File: src/rtl/pfc_flow_ctrl_tx.sv
// Per-class transmit pause controller for 802.3x PAUSE and 802.1Qbb PFC: one pause-quanta
// down-counter per traffic class, loaded on the rising edge of the RX decoder's valid level.
module pfc_flow_ctrl_tx #(
  parameter int unsigned NUM_CLASSES  = 8,
  parameter int unsigned QUANTA_SHIFT = 6,
  parameter int unsigned STAT_W       = 16
) (
  input  logic                      tx_clk,
  input  logic                      rst_n,
  input  logic                      tx_pause_en,
  input  logic                      pfc_mode,
  input  logic [NUM_CLASSES-1:0]    class_en_vec,
  input  logic [16*NUM_CLASSES-1:0] pause_quanta,
  input  logic                      pause_quanta_val,
  input  logic [NUM_CLASSES-1:0]    paused,
  input  logic                      stat_clr,
  output logic [NUM_CLASSES-1:0]    pause_apply,
  output logic [NUM_CLASSES-1:0]    pause_expired,
  output logic [STAT_W-1:0]         pause_frames
);

  localparam int unsigned CNT_W = 16 + QUANTA_SHIFT;

  logic                   v1_q, v2_q, v3_q;
  logic                   load;
  logic [CNT_W-1:0]       cnt_q [NUM_CLASSES];
  logic [CNT_W-1:0]       cnt_d [NUM_CLASSES];
  logic [NUM_CLASSES-1:0] expired_d, expired_q;
  logic [STAT_W-1:0]      frames_d, frames_q;

  // Sync chain doubles as the edge detector; cleared by reset so a held-high val reloads once.
  always_ff @(posedge tx_clk or negedge rst_n) begin
    if (!rst_n) begin
      v1_q <= 1'b0;
      v2_q <= 1'b0;
      v3_q <= 1'b0;
    end else begin
      v1_q <= pause_quanta_val;
      v2_q <= v1_q;
      v3_q <= v2_q;
    end
  end

  assign load = v2_q & ~v3_q;

  always_comb begin
    expired_d   = '0;
    pause_apply = '0;
    for (int i = 0; i < NUM_CLASSES; i++) begin
      cnt_d[i] = cnt_q[i];
      if (load && pfc_mode && class_en_vec[i]) begin
        cnt_d[i] = {pause_quanta[16*i +: 16], {QUANTA_SHIFT{1'b0}}};
      end else if (load && !pfc_mode) begin
        cnt_d[i] = {pause_quanta[15:0], {QUANTA_SHIFT{1'b0}}};
      end else if ((cnt_q[i] != '0) && paused[i]) begin
        cnt_d[i] = cnt_q[i] - CNT_W'(1);
      end
      // Covers both decrement-from-one and a zero-quanta load onto a running counter.
      expired_d[i]   = (cnt_q[i] != '0) && (cnt_d[i] == '0);
      pause_apply[i] = tx_pause_en && (cnt_q[i] != '0);
    end
  end

  always_comb begin
    frames_d = frames_q;
    if (stat_clr) begin
      frames_d = '0;
    end else if (load && (frames_q != '1)) begin
      frames_d = frames_q + STAT_W'(1);
    end
  end

  always_ff @(posedge tx_clk or negedge rst_n) begin
    if (!rst_n) begin
      for (int i = 0; i < NUM_CLASSES; i++) begin
        cnt_q[i] <= '0;
      end
      expired_q <= '0;
      frames_q  <= '0;
    end else begin
      for (int i = 0; i < NUM_CLASSES; i++) begin
        cnt_q[i] <= cnt_d[i];
      end
      expired_q <= expired_d;
      frames_q  <= frames_d;
    end
  end

  assign pause_expired = expired_q;
  assign pause_frames  = frames_q;

endmodule
File: config.mk
export PLATFORM = sky130hd
export DESIGN_NAME = pfc_flow_ctrl_tx
export DESIGN_NICKNAME = d
export VERILOG_FILES = /design/src/rtl/pfc_flow_ctrl_tx.sv
export SDC_FILE = /design/constraint.sdc
export NUM_CORES = 1
export LEC_CHECK = 0
export ABC_CLOCK_PERIOD_IN_PS = 3200
export CAP_MARGIN = 20
export CORE_ASPECT_RATIO = 0.5
export CORE_UTILIZATION = 30
export DETAILED_ROUTE_END_ITERATION = 16
export MAX_ROUTING_LAYER = met4
export PLACE_DENSITY = 0.47
export SLEW_MARGIN = 20
export SYNTH_ARGS = -nofsm -noshare
export SYNTH_HDL_FRONTEND = slang
export SYNTH_SLANG_ARGS = --single-unit
export TNS_END_PERCENT = 1
File: constraint.sdc
create_clock -name tx_clk -period 3.2 [get_ports tx_clk]
set_clock_uncertainty 0.1 [all_clocks]
set_input_delay 0.32 -clock tx_clk [delete_from_list [all_inputs] [get_ports tx_clk]]
set_output_delay 0.32 -clock tx_clk [all_outputs]
set_load 0.02 [all_outputs]
==> reports/results.tsv <==
stage	metric	value	unit
power_and_ir_drop	power.total	0.0118	W
clock_network	cts_buffers	23	
timing	fmax	312	MHz
worst_setup_path	critical_path_buf_inv_count	1	
synth	synth_cell_types	82	
worst_setup_path	cp_slowest_cell	or4_1	
worst_setup_path	crit_path_end	pause_expired[0]$_DFF_PN0_	
place	place_hpwl	46500	um
global_route	grt_max_degree	65	
run_status	status	complete, but fails checks	
worst_setup_path	crit_chain	or4_1, nor4_1, buf_4, nand2b_1, a2111oi_1, o221ai_1, or4_1, nor4_2	
cells_and_area	multi_input_area	8440	um2
timing	setup_violations	1	
cells_and_area	final.fill_count	4538	
timing	fin_crit_sh	100	%
timing	rsz0062_at_grt	yes	
worst_setup_path	r2r_cells	8	
worst_setup_path	worst-path-max-fanout	4	
worst_setup_path	required	3530	ps
die	boundaryPins	182	
timing	post-route-min-period	3210	ps
cells_and_area	ff_latch_area	5080	um2
clock_network	cts-root-buf	clkbuf_16	
worst_setup_path	r2r-start	cnt_q[168]$_DFF_PN0_	
timing	worst_slew_pin_slew	1050	ps
synth	avgSynthCellArea	8.46	um2
timing	hold_viol	0	
place	io_buffers	181	
synth	yosys-top-cells-area	dfrtp_1, nor2_1, a21oi_1	
clock_network	clk_path_buf_depth	3	
synth	synth_seq_cells	203	
die	die_w	306	um
timing	maxSlewViolCount	0	
place	placed_cell_area	17900	um2
worst_setup_path	critical_path.max_stage_delay	620	ps
route	detail-route-antenna-nets	0	
route	vias	14700	
synth	synth_fp_nets	1801	
worst_setup_path	critPathLaunchType	register	
global_route	gr-total-overflow	0	
route	drc	0	
cells_and_area	final_util	41.6	%
route	wl_per_cell	22.8	um
route	drt-total-wl	59600	um
hold_path	worstHoldPathCells	1	
timing	setup_slack	-5.49	ps
worst_setup_path	crit_cells	8	
run_status	violations	negative setup slack	
cells_and_area	drive_gt1_share	17.2	%
clock_network	clock_latency	550	ps
power_and_ir_drop	cellLeakagePower	7.49	nW
clock_network	htree_num_levels	1	
cells_and_area	fin_nets	2155	
worst_setup_path	end_kind	register	
worst_setup_path	crit_start	cnt_q[168]$_DFF_PN0_	
die	initial_utilization	30.6	%
synth	mappedNetlistArea	13900	um2
global_route	antenna_found_initial	1	
die	core_region_area	45400	um2
worst_setup_path	path_class	register to register	
synth	synth_edf_count	0	
worst_setup_path	r2r_setup_slack	-5	ps
global_route	grt_pass1_vias	14600	
global_route	grt_usage	25.7	%
synth	yosysWarnings	0	
route	dr.pass1.iters	5	
run	timing.max_cap.violations	0	
clock_network	path_clk_slew	70	ps
die	core.rowCount	55	
power_and_ir_drop	powerDensity	623	nW/um2
synth	yosysSeqAreaShare	36.6	%
worst_setup_path	crit_path_frequent_cell	or4_1	
die	die-area	47200	um2
synth	synthFlopType	dfrtp_1	
synth	synth_top_cell_area_share	36.6	%
timing	relSlewSlack	29.7	%
worst_setup_path	critical_path.top_delay_family	simple AND/OR/NAND/NOR gates	
place	gp_congestion	0.944	
power_and_ir_drop	vdd_drop_max	0.000345	V
clock_network	cts_sinks	203	
worst_setup_path	r2r-end	pause_expired[0]$_DFF_PN0_	
cells_and_area	syn_to_final_growth	36.0	%
cells_and_area	layout_common_cells	buf_4, dfrtp_1, clkdlybuf4s50_1	
timing	timing.setup.tns	-5.49	ps
synth	synthArstFlopShare	100	%
global_route	grt_pass1_wl	90800	um
die	die_h	154	um
cells_and_area	design_area	18900	um2
synth	synthCells	1642	
cells_and_area	final_common_cell	buf_4	
clock_network	cts_tree	built	
worst_setup_path	arrival	3540	ps
route	via_per_inst	5.62	
route	drt-initial-drc-count	1072	
synth	synth.largest_area_cell	dfrtp_1	
timing	whs	118	ps
hold_path	worstHoldPathType	input pin to register	
==> kinds of logic (layout without fill, tap and decap cells) <==
group | Yosys count | count (layout) | share of synthesized area [%]
xor+xnor | 93 | 93 | 5.86
other cells | 0 | 2 | 0
buf+inv | 133 | 502 | 3.93
mux | 20 | 20 | 1.44
compound gates | 419 | 419 | 20.2
fa+ha+maj | 9 | 9 | 0.811
flops | 203 | 203 | 36.6
simple gates | 765 | 765 | 31.2
==> routing by layer <==
| layer | up-vias | share of wire [%] | track usage [%] |
|---|---|---|---|
| li1 | 6981 | - | - |
| met1 | 7198 | 47 | 34.9 |
| met2 | 415 | 46 | 40.6 |
| met3 | 83 | 4.6 | 2.78 |
| met4 | 0 | 2.7 | 6.76 |
| met5 | - | 0 | - |
==> worst reg2reg max path: cells and delay by family, from the launching register on <==
kind,cells,cell delay (ps)
flip-flops,1,400
buffers and inverters,1,160
AND/OR/NAND/NOR,5,1700
AO/OA/AOI/OAI,2,720
==> metrics by stage <==
step	cells	setup WS, ps
floorplan	1642	147
global placement	2567	-407
detailed placement	2567	-271
CTS	2609	-82.7
global route	2610	-94.8
finish	2611	-5.49
==> report_power, final <==
part / switching (W) / internal (W) / total, W
Sequential: 0.000820 / 0.00323 / 0.00405
Combinational: 0.00254 / 0.00226 / 0.00480
Clock: 0.00120 / 0.00171 / 0.00292
Total: 0.00457 / 0.00720 / 0.0118
==> flip-flops by register name (all words and copies together) (netlist names) <==
signal	cells
v2_q	1
v3_q	1
pause_frames	16
v1_q	1
cnt_q	176
pause_expired	8
==> worst min path at each step <==
stage | endpoint | from
after floorplan | cnt_q[0]$_DFF_PN0_ | rst_n
after detailed placement | cnt_q[0]$_DFF_PN0_ | rst_n
after global routing | v1_q$_DFF_PN0_ | pause_quanta_val
final | v1_q$_DFF_PN0_ | pause_quanta_val
after global placement | cnt_q[0]$_DFF_PN0_ | rst_n
after CTS | v1_q$_DFF_PN0_ | pause_quanta_val
==> cell type report <==
class / instances / share of cell area, %
diodes: 2 / 0.0265
clock buffers: 31 / 3.36
clock inverters: 9 / 0.788
inverters: 41 / 0.814
multi-input cells: 1306 / 44.6
flip-flops and latches: 203 / 26.9
well taps: 598 / 3.96
repair buffers: 421 / 19.5
==> synthesized netlist by cell type, types with 7 or more instances <==
cell type / n
nor4b_1: 20
a22oi_1: 8
nor2b_1: 10
o41ai_1: 7
o22ai_1: 7
clkbuf_1: 83
nand2b_1: 23
inv_1: 41
nand2_1: 118
dfrtp_1: 203
nor2_1: 152
nand4_1: 43
xnor2_1: 51
ha_1: 9
or4b_2: 9
o2111ai_1: 8
o21ai_0: 77
a21o_1: 20
or2_2: 8
nand3b_1: 11
and2_1: 30
a311oi_1: 10
mux2i_1: 20
a21oi_1: 105
nand3_1: 59
a31oi_1: 26
a211oi_1: 24
a211o_1: 11
or3_1: 39
and4_1: 8
nand4b_1: 15
o211ai_1: 23
xor2_1: 42
nor3_1: 65
a2111oi_0: 15
and4b_1: 8
and3_1: 9
o31ai_1: 16
or4_1: 39
nor3b_1: 10
nor4_1: 56
==> what timing repair did <==
action / in CTS / in global routing
hold buffers: 1 / 0
gates resized for setup: 21 / 28
buffers inserted: 1 / 0
endpoints found under the setup margin: 11 / 12
pin swaps: 0 / 1
endpoints found under the hold margin: 43 / 0
No activity file was read; power rests on OpenSTA's default activity.
